**src/rtl/accel_pkg.sv**
```systemverilog
// Shared types for the accelerator output path: router FSM states and tile sizing.
package accel_pkg;

  typedef enum logic [1:0] {
    IDLE,
    LOADED,
    DRAIN,
    DONE
  } state_t;

  function automatic int tile_words(input int rows, input int cols);
    return rows * cols;
  endfunction

endpackage

```
**src/rtl/output_router_if.sv**
```systemverilog
// Controller/array-facing bundle of the output router plus its output-memory write port.
interface output_router_if #(
  parameter int ROWS       = 2,
  parameter int COLS       = 2,
  parameter int DATA_WIDTH = 16,
  parameter int ADDR_WIDTH = 8
);
  logic                            i_psum_out_en;
  logic                            i_en;
  logic [ROWS*COLS*DATA_WIDTH-1:0] i_psum;
  logic [ADDR_WIDTH-1:0]           i_route_size;
  logic                            o_valid;
  logic [ADDR_WIDTH-1:0]           o_addr;
  logic [DATA_WIDTH-1:0]           o_data;
  logic                            o_done;
  logic                            o_overrun;

  modport master (
    output i_psum_out_en, i_en, i_psum, i_route_size,
    input  o_valid, o_addr, o_data, o_done, o_overrun
  );

  modport slave (
    input  i_psum_out_en, i_en, i_psum, i_route_size,
    output o_valid, o_addr, o_data, o_done, o_overrun
  );
endinterface

```
**src/rtl/psum_tile_buffer.sv**
```systemverilog
// Holds one captured partial-sum tile; parallel load, combinational read by word index.
module psum_tile_buffer #(
  parameter int WORDS      = 4,
  parameter int DATA_WIDTH = 16,
  parameter int IDX_W      = 2
) (
  input  logic                        i_clk,
  input  logic                        i_load,
  input  logic [WORDS*DATA_WIDTH-1:0] i_tile,
  input  logic [IDX_W-1:0]            i_rd_idx,
  output logic [DATA_WIDTH-1:0]       o_rd_data
);
  logic [DATA_WIDTH-1:0] tile_w   [WORDS];
  logic [DATA_WIDTH-1:0] word_reg [WORDS];

  // Unflatten so word k sits at element k (row-major r*COLS+c).
  for (genvar gi = 0; gi < WORDS; gi++) begin : g_unpack
    assign tile_w[gi] = i_tile[gi*DATA_WIDTH +: DATA_WIDTH];
  end

  always_ff @(posedge i_clk) begin
    if (i_load) begin
      word_reg <= tile_w;
    end
  end

  assign o_rd_data = word_reg[i_rd_idx];
endmodule

```
**src/rtl/output_router.sv**
```systemverilog
// Captures a systolic-array psum tile on strobe and drains it word by word to output memory.
module output_router
  import accel_pkg::*;
#(
  parameter int ROWS       = 2,
  parameter int COLS       = 2,
  parameter int DATA_WIDTH = 16,
  parameter int ADDR_WIDTH = 8
) (
  input  logic          i_clk,
  input  logic          i_rst,
  input  logic          i_reg_clear,
  output_router_if.slave bus
);
  localparam int TILE_WORDS = tile_words(ROWS, COLS);
  localparam int CNT_W      = $clog2(TILE_WORDS + 1);
  localparam int IDX_W      = (TILE_WORDS > 1) ? $clog2(TILE_WORDS) : 1;

  state_t                  state_reg, state_next;
  logic [CNT_W-1:0]        cnt_reg, cnt_next;
  logic [CNT_W-1:0]        size_reg, size_next;
  logic [CNT_W-1:0]        size_clamped;
  logic [ADDR_WIDTH-1:0]   wr_ptr_reg, wr_ptr_next;
  logic [ADDR_WIDTH-1:0]   addr_reg, addr_next;
  logic [DATA_WIDTH-1:0]   data_reg, data_next;
  logic [DATA_WIDTH-1:0]   rd_data;
  logic                    valid_reg, valid_next;
  logic                    done_reg, done_next;
  logic                    overrun_reg, overrun_next;
  logic                    load;
  logic                    clear;

  assign clear = i_rst | i_reg_clear;

  always_comb begin
    if (bus.i_route_size > ADDR_WIDTH'(TILE_WORDS)) begin
      size_clamped = CNT_W'(TILE_WORDS);
    end else begin
      size_clamped = bus.i_route_size[CNT_W-1:0];
    end
  end

  psum_tile_buffer #(
    .WORDS      (TILE_WORDS),
    .DATA_WIDTH (DATA_WIDTH),
    .IDX_W      (IDX_W)
  ) u_tile_buffer (
    .i_clk     (i_clk),
    .i_load    (load),
    .i_tile    (bus.i_psum),
    .i_rd_idx  (cnt_reg[IDX_W-1:0]),
    .o_rd_data (rd_data)
  );

  always_comb begin
    state_next   = state_reg;
    cnt_next     = cnt_reg;
    size_next    = size_reg;
    wr_ptr_next  = wr_ptr_reg;
    valid_next   = 1'b0;
    addr_next    = addr_reg;
    data_next    = data_reg;
    done_next    = done_reg;
    overrun_next = overrun_reg;
    load         = 1'b0;

    unique case (state_reg)
      IDLE, DONE: begin
        // Done rises on the edge after entering DONE, so a zero-size tile also reports one cycle late.
        if (state_reg == DONE) done_next = 1'b1;
        if (bus.i_psum_out_en) begin
          load       = !clear;
          size_next  = size_clamped;
          cnt_next   = '0;
          done_next  = 1'b0;
          state_next = (size_clamped == '0) ? DONE : LOADED;
        end
      end
      LOADED, DRAIN: begin
        if (bus.i_psum_out_en) overrun_next = 1'b1;
        if (bus.i_en) begin
          valid_next  = 1'b1;
          data_next   = rd_data;
          addr_next   = wr_ptr_reg;
          cnt_next    = cnt_reg + CNT_W'(1);
          wr_ptr_next = wr_ptr_reg + ADDR_WIDTH'(1);
          state_next  = (cnt_reg == size_reg - CNT_W'(1)) ? DONE : DRAIN;
        end
      end
      default: state_next = IDLE;
    endcase
  end

  always_ff @(posedge i_clk) begin
    if (clear) begin
      state_reg   <= IDLE;
      cnt_reg     <= '0;
      size_reg    <= '0;
      wr_ptr_reg  <= '0;
      valid_reg   <= 1'b0;
      addr_reg    <= '0;
      data_reg    <= '0;
      done_reg    <= 1'b0;
      overrun_reg <= 1'b0;
    end else begin
      state_reg   <= state_next;
      cnt_reg     <= cnt_next;
      size_reg    <= size_next;
      wr_ptr_reg  <= wr_ptr_next;
      valid_reg   <= valid_next;
      addr_reg    <= addr_next;
      data_reg    <= data_next;
      done_reg    <= done_next;
      overrun_reg <= overrun_next;
    end
  end

  assign bus.o_valid   = valid_reg;
  assign bus.o_addr    = addr_reg;
  assign bus.o_data    = data_reg;
  assign bus.o_done    = done_reg;
  assign bus.o_overrun = overrun_reg;
endmodule

```
**src/flat_wrapper.sv**
```systemverilog
// flat-port wrapper written by rule: the top's interface ports become plain ports
module output_router_flat import accel_pkg::*;
#(
  parameter int ROWS       = 2,
  parameter int COLS       = 2,
  parameter int DATA_WIDTH = 16,
  parameter int ADDR_WIDTH = 8
)
  (i_clk, i_rst, i_reg_clear, bus_i_psum_out_en, bus_i_en, bus_i_psum, bus_i_route_size, bus_o_valid, bus_o_addr, bus_o_data, bus_o_done, bus_o_overrun);
  output_router_if #(.ROWS(ROWS), .COLS(COLS), .DATA_WIDTH(DATA_WIDTH), .ADDR_WIDTH(ADDR_WIDTH)) bus_i ();
  input  logic i_clk;
  input  logic i_rst;
  input  logic i_reg_clear;
  input wire logic [$bits(bus_i.i_psum_out_en)-1:0] bus_i_psum_out_en;
  input wire logic [$bits(bus_i.i_en)-1:0] bus_i_en;
  input wire logic [$bits(bus_i.i_psum)-1:0] bus_i_psum;
  input wire logic [$bits(bus_i.i_route_size)-1:0] bus_i_route_size;
  output wire logic [$bits(bus_i.o_valid)-1:0] bus_o_valid;
  output wire logic [$bits(bus_i.o_addr)-1:0] bus_o_addr;
  output wire logic [$bits(bus_i.o_data)-1:0] bus_o_data;
  output wire logic [$bits(bus_i.o_done)-1:0] bus_o_done;
  output wire logic [$bits(bus_i.o_overrun)-1:0] bus_o_overrun;
  assign bus_i.i_psum_out_en = bus_i_psum_out_en;
  assign bus_i.i_en = bus_i_en;
  assign bus_i.i_psum = bus_i_psum;
  assign bus_i.i_route_size = bus_i_route_size;
  assign bus_o_valid = bus_i.o_valid;
  assign bus_o_addr = bus_i.o_addr;
  assign bus_o_data = bus_i.o_data;
  assign bus_o_done = bus_i.o_done;
  assign bus_o_overrun = bus_i.o_overrun;
  output_router #(.ROWS(ROWS), .COLS(COLS), .DATA_WIDTH(DATA_WIDTH), .ADDR_WIDTH(ADDR_WIDTH)) u_core (.i_clk(i_clk), .i_rst(i_rst), .i_reg_clear(i_reg_clear), .bus(bus_i));
endmodule
```
**config.mk**
```make
export PLATFORM = sky130hd
export DESIGN_NAME = output_router_flat
export DESIGN_NICKNAME = d
export VERILOG_FILES = /design/src/rtl/accel_pkg.sv /design/src/rtl/output_router_if.sv /design/src/rtl/psum_tile_buffer.sv /design/src/rtl/output_router.sv /design/src/flat_wrapper.sv
export SDC_FILE = /design/constraint.sdc
export NUM_CORES = 1
export LEC_CHECK = 0
export ABC_AREA = 0
export CORE_ASPECT_RATIO = 0.8
export CORE_UTILIZATION = 44
export CTS_BUF_LIST = sky130_fd_sc_hd__clkbuf_2
export DETAILED_ROUTE_END_ITERATION = 10
export PLACE_DENSITY = 0.82
export RECOVER_POWER = 50
export SYNTH_ARGS = -nofsm -noshare
export SYNTH_HDL_FRONTEND = slang
export SYNTH_HIERARCHICAL = 1
export SYNTH_SLANG_ARGS = --single-unit
```
**constraint.sdc**
```tcl
create_clock -name i_clk -period 3.9 [get_ports i_clk]
set_input_delay 0.39 -clock i_clk [delete_from_list [all_inputs] [get_ports i_clk]]
set_output_delay 0.39 -clock i_clk [all_outputs]
set_load 0.1 [all_outputs]
```
==> flow_metrics.py <==
metrics = {
    "routing": {
        "wl_per_cell_microns": 15.1,
        "drc": 0,
        "routed_wl_microns": 7660,
        "ant_nets": 0,
        "drt_iter0_drc": 81,
        "avgViaCountPerCell": 5.11,
        "route.vias.total": 2590,
        "drt-pass1-iter-count": 4,
    },
    "logic_synthesis": {
        "synthSimpleGateAreaFrac_pct": 10.1,
        "yosys-top-cells-area": "edfxtp_1, dfxtp_1, mux4_2",
        "yosys.area.top_type_share_pct": 47.6,
        "synth_top_family_by_area": "simple AND/OR/NAND/NOR gates",
        "synth.distinct_cells": 35,
        "synth-xor-area-share_pct": 1.30,
        "synth_compound_area_share_pct": 6.04,
        "synthesis.nets": 371,
        "synth_area_per_cell_sq_um": 13.9,
        "synth_area_leader_cell": "edfxtp_1",
        "synth_adder_area_share_pct": 1.24,
        "synthCells": 290,
        "synth-edff-count": 64,
        "seq_area_frac_synth_pct": 68.9,
        "synth.area.mux_share_pct": 9.49,
        "ys_async_sr_fraction_pct": 0,
        "synthFlopType": "edfxtp_1",
        "ys_warn_count": 6,
        "synth_area_sq_mm": 0.00404,
        "yosys_register_bits": 107,
    },
    "final_layout": {
        "antenna_cells": 0,
        "multiInputGateArea_sq_mm": 0.00114,
        "layout_common_cells": "dlygate4sd3_1, edfxtp_1, nand2_1",
        "largest_reg_flops": 64,
        "regArea_sq_mm": 0.00278,
        "area_delta_synth_final_pct": 29.4,
        "fillers": 673,
        "stdcell_area_sq_mm": 0.00522,
        "drive_above_1_share_pct": 8.10,
        "final_net_count": 471,
    },
    "power_and_ir_drop": {
        "netSwitchingFraction_pct": 23.6,
        "design_power_total_mw": 1.83,
        "p_int_mw": 1.40,
        "p_per_area_mw_per_mm2": 350,
        "clockPowerShare_pct": 23.6,
        "switchingPower_mw": 0.432,
        "p_seq_share_pct": 67.6,
        "ir_drop_mv": 0.206,
        "power_leakage_nw": 1.66,
        "pwr-share-comb_pct": 8.8,
    },
    "worst_setup_path": {
        "slowest_delay_ns": 0.75,
        "crit_path_start_kind": "flop",
        "required_ns": 4.39,
        "crit_arrival_ns": 2.99,
        "crit_fanout": 36,
        "path_class": "flop to flop",
        "cp_top_family": "simple AND/OR/NAND/NOR gates",
        "end_kind": "flop",
        "crit_chain": "ha_1, nand2_1, or4_1, a21oi_1",
        "cpMaxStageDelayCell": "or4_1",
        "crit_buf_inv": 0,
    },
    "placement": {
        "post-dp-hpwl_microns": 5470,
        "dp_slack_ns": 1.63,
        "gp_congestion": 0.746,
        "port_buffers": 103,
        "post_dp_cell_area_sq_mm": 0.00514,
    },
    "floorplanning": {
        "fp.dieH_microns": 87.7,
        "die-area_sq_mm": 0.00956,
        "start_util_pct": 46.6,
        "core_sq_mm": 0.00867,
        "rows": 30,
        "ioPinCount": 104,
        "die_w_microns": 109,
    },
    "timing": {
        "fin_crit_ns": 2.50,
        "max_slew_margin_pct": -4.12,
        "tns_ns": 0,
        "hold_viol": 0,
        "fin_skew_ns": 0.0513,
        "tightest_slew_ns": 1.56,
        "setup_viol": 0,
        "maxSlewViolCount": 30,
        "finalCritPeriodShare_pct": 64.2,
        "max_freq_ghz": 0.400,
        "rsz0062_at_grt": "false",
        "setup_ws_ns": 1.40,
    },
    "global_routing": {
        "grt_pass1_vias": 2572,
        "grtUsageTotal_pct": 17.4,
        "grt_max_degree": 65,
        "grt_pass1_wl_microns": 12400,
        "overflow": 0,
        "grt_antenna_before_repair": 0,
    },
    "worst_hold_path": {
        "hold_path.class": "input pin to flop",
    },
    "cts": {
        "ctsHoldBuffers": 0,
        "insertion_delay_ns": 0.55,
        "cts_buffer_depth": 2,
        "clock_sinks": 107,
        "clockRootBuffer": "clkbuf_2",
        "path_clk_slew_ns": 0.29,
        "numCtsBuffers": 9,
        "post_cts_buffers": 0,
        "cts_tree": "done",
        "cts_resized": 0,
        "htreeDepth": 3,
    },
    "outcome": {
        "violations": "capacitance limit, slew limit",
        "outcome": "finished, violations left",
    },
    "run": {
        "max_cap_viol_count": 1,
    },
}
## cell usage after synthesis (3+ instances only)
library cell / number
nand4_1: 4
clkbuf_1: 8
mux4_1: 6
ha_1: 4
nor2_1: 8
xnor2_1: 4
nand3_1: 7
inv_1: 4
a21oi_1: 38
dfxtp_1: 43
mux4_2: 10
or3_1: 3
edfxtp_1: 64
nor3_1: 3
buf_2: 4
nand2_1: 54
## layout make-up
cell class	instances	area share, %
multi-input cells	162	21.8
clock buffers	10	0.959
repair buffers	106	20.2
flip-flops and latches	107	53.3
inverters	4	0.288
well taps	112	2.68
clock inverters	6	0.791
## power by group through the flow
stage / registers [mW] / logic, mW / clock network, mW
finish: 1.24 / 0.160 / 0.432
global placement: 1.26 / 0.172 / 0
floorplan: 1.28 / 0.0597 / 0
global route: 1.24 / 0.172 / 0.502
detailed placement: 1.26 / 0.176 / 0
CTS: 1.24 / 0.176 / 0.446
## cell families (layout without fill, tap and decap cells)
family	after synthesis	count (layout)
flip-flops	107	107
adder cells (fa/ha/maj)	4	4
AO/OA/AOI/OAI	46	46
AND/OR/NAND/NOR	90	90
buffers and inverters	21	126
multiplexers	16	16
XOR/XNOR	6	6
## per-stage QoR
stage | cells | utilization [%] | hold WS (ns)
2_1_floorplan | 290 | - | 0.432
3_3_place_gp | 491 | 59.2 | 0.441
3_5_place_dp | 491 | 59.2 | 0.448
4_1_cts | 507 | 60.3 | 0.304
5_1_grt | 507 | 60.2 | 0.334
6_report | 507 | 60.2 | 0.432
## path summary, 6_finish.rpt
kind | start | to | slack [ns] | depth (start not counted)
setup / recovery | u_core/state_reg[1] | u_core/wr_ptr_reg[7] | 1.40 | 4
hold / removal | bus_i_psum[24] | u_core/u_tile_buffer/word_reg[40] | 0.43 | 1
setup reg to reg | u_core/state_reg[1] | u_core/wr_ptr_reg[7] | 1.40 | 4
hold reg to reg | u_core/bus.o_data[11] | u_core/bus.o_data[11] | 0.47 | 2
## metal layers
layer / up-vias / global-route usage (%) / part of all wire (%)
met5: - / 0 / 0
met1: 1229 / 20.4 / 41
li1: 1268 / - / -
met2: 85 / 30.0 / 51
met4: 0 / 3.93 / 0.72
met3: 8 / 7.22 / 8.1
Note: power is estimated with default switching activity, not from simulation.
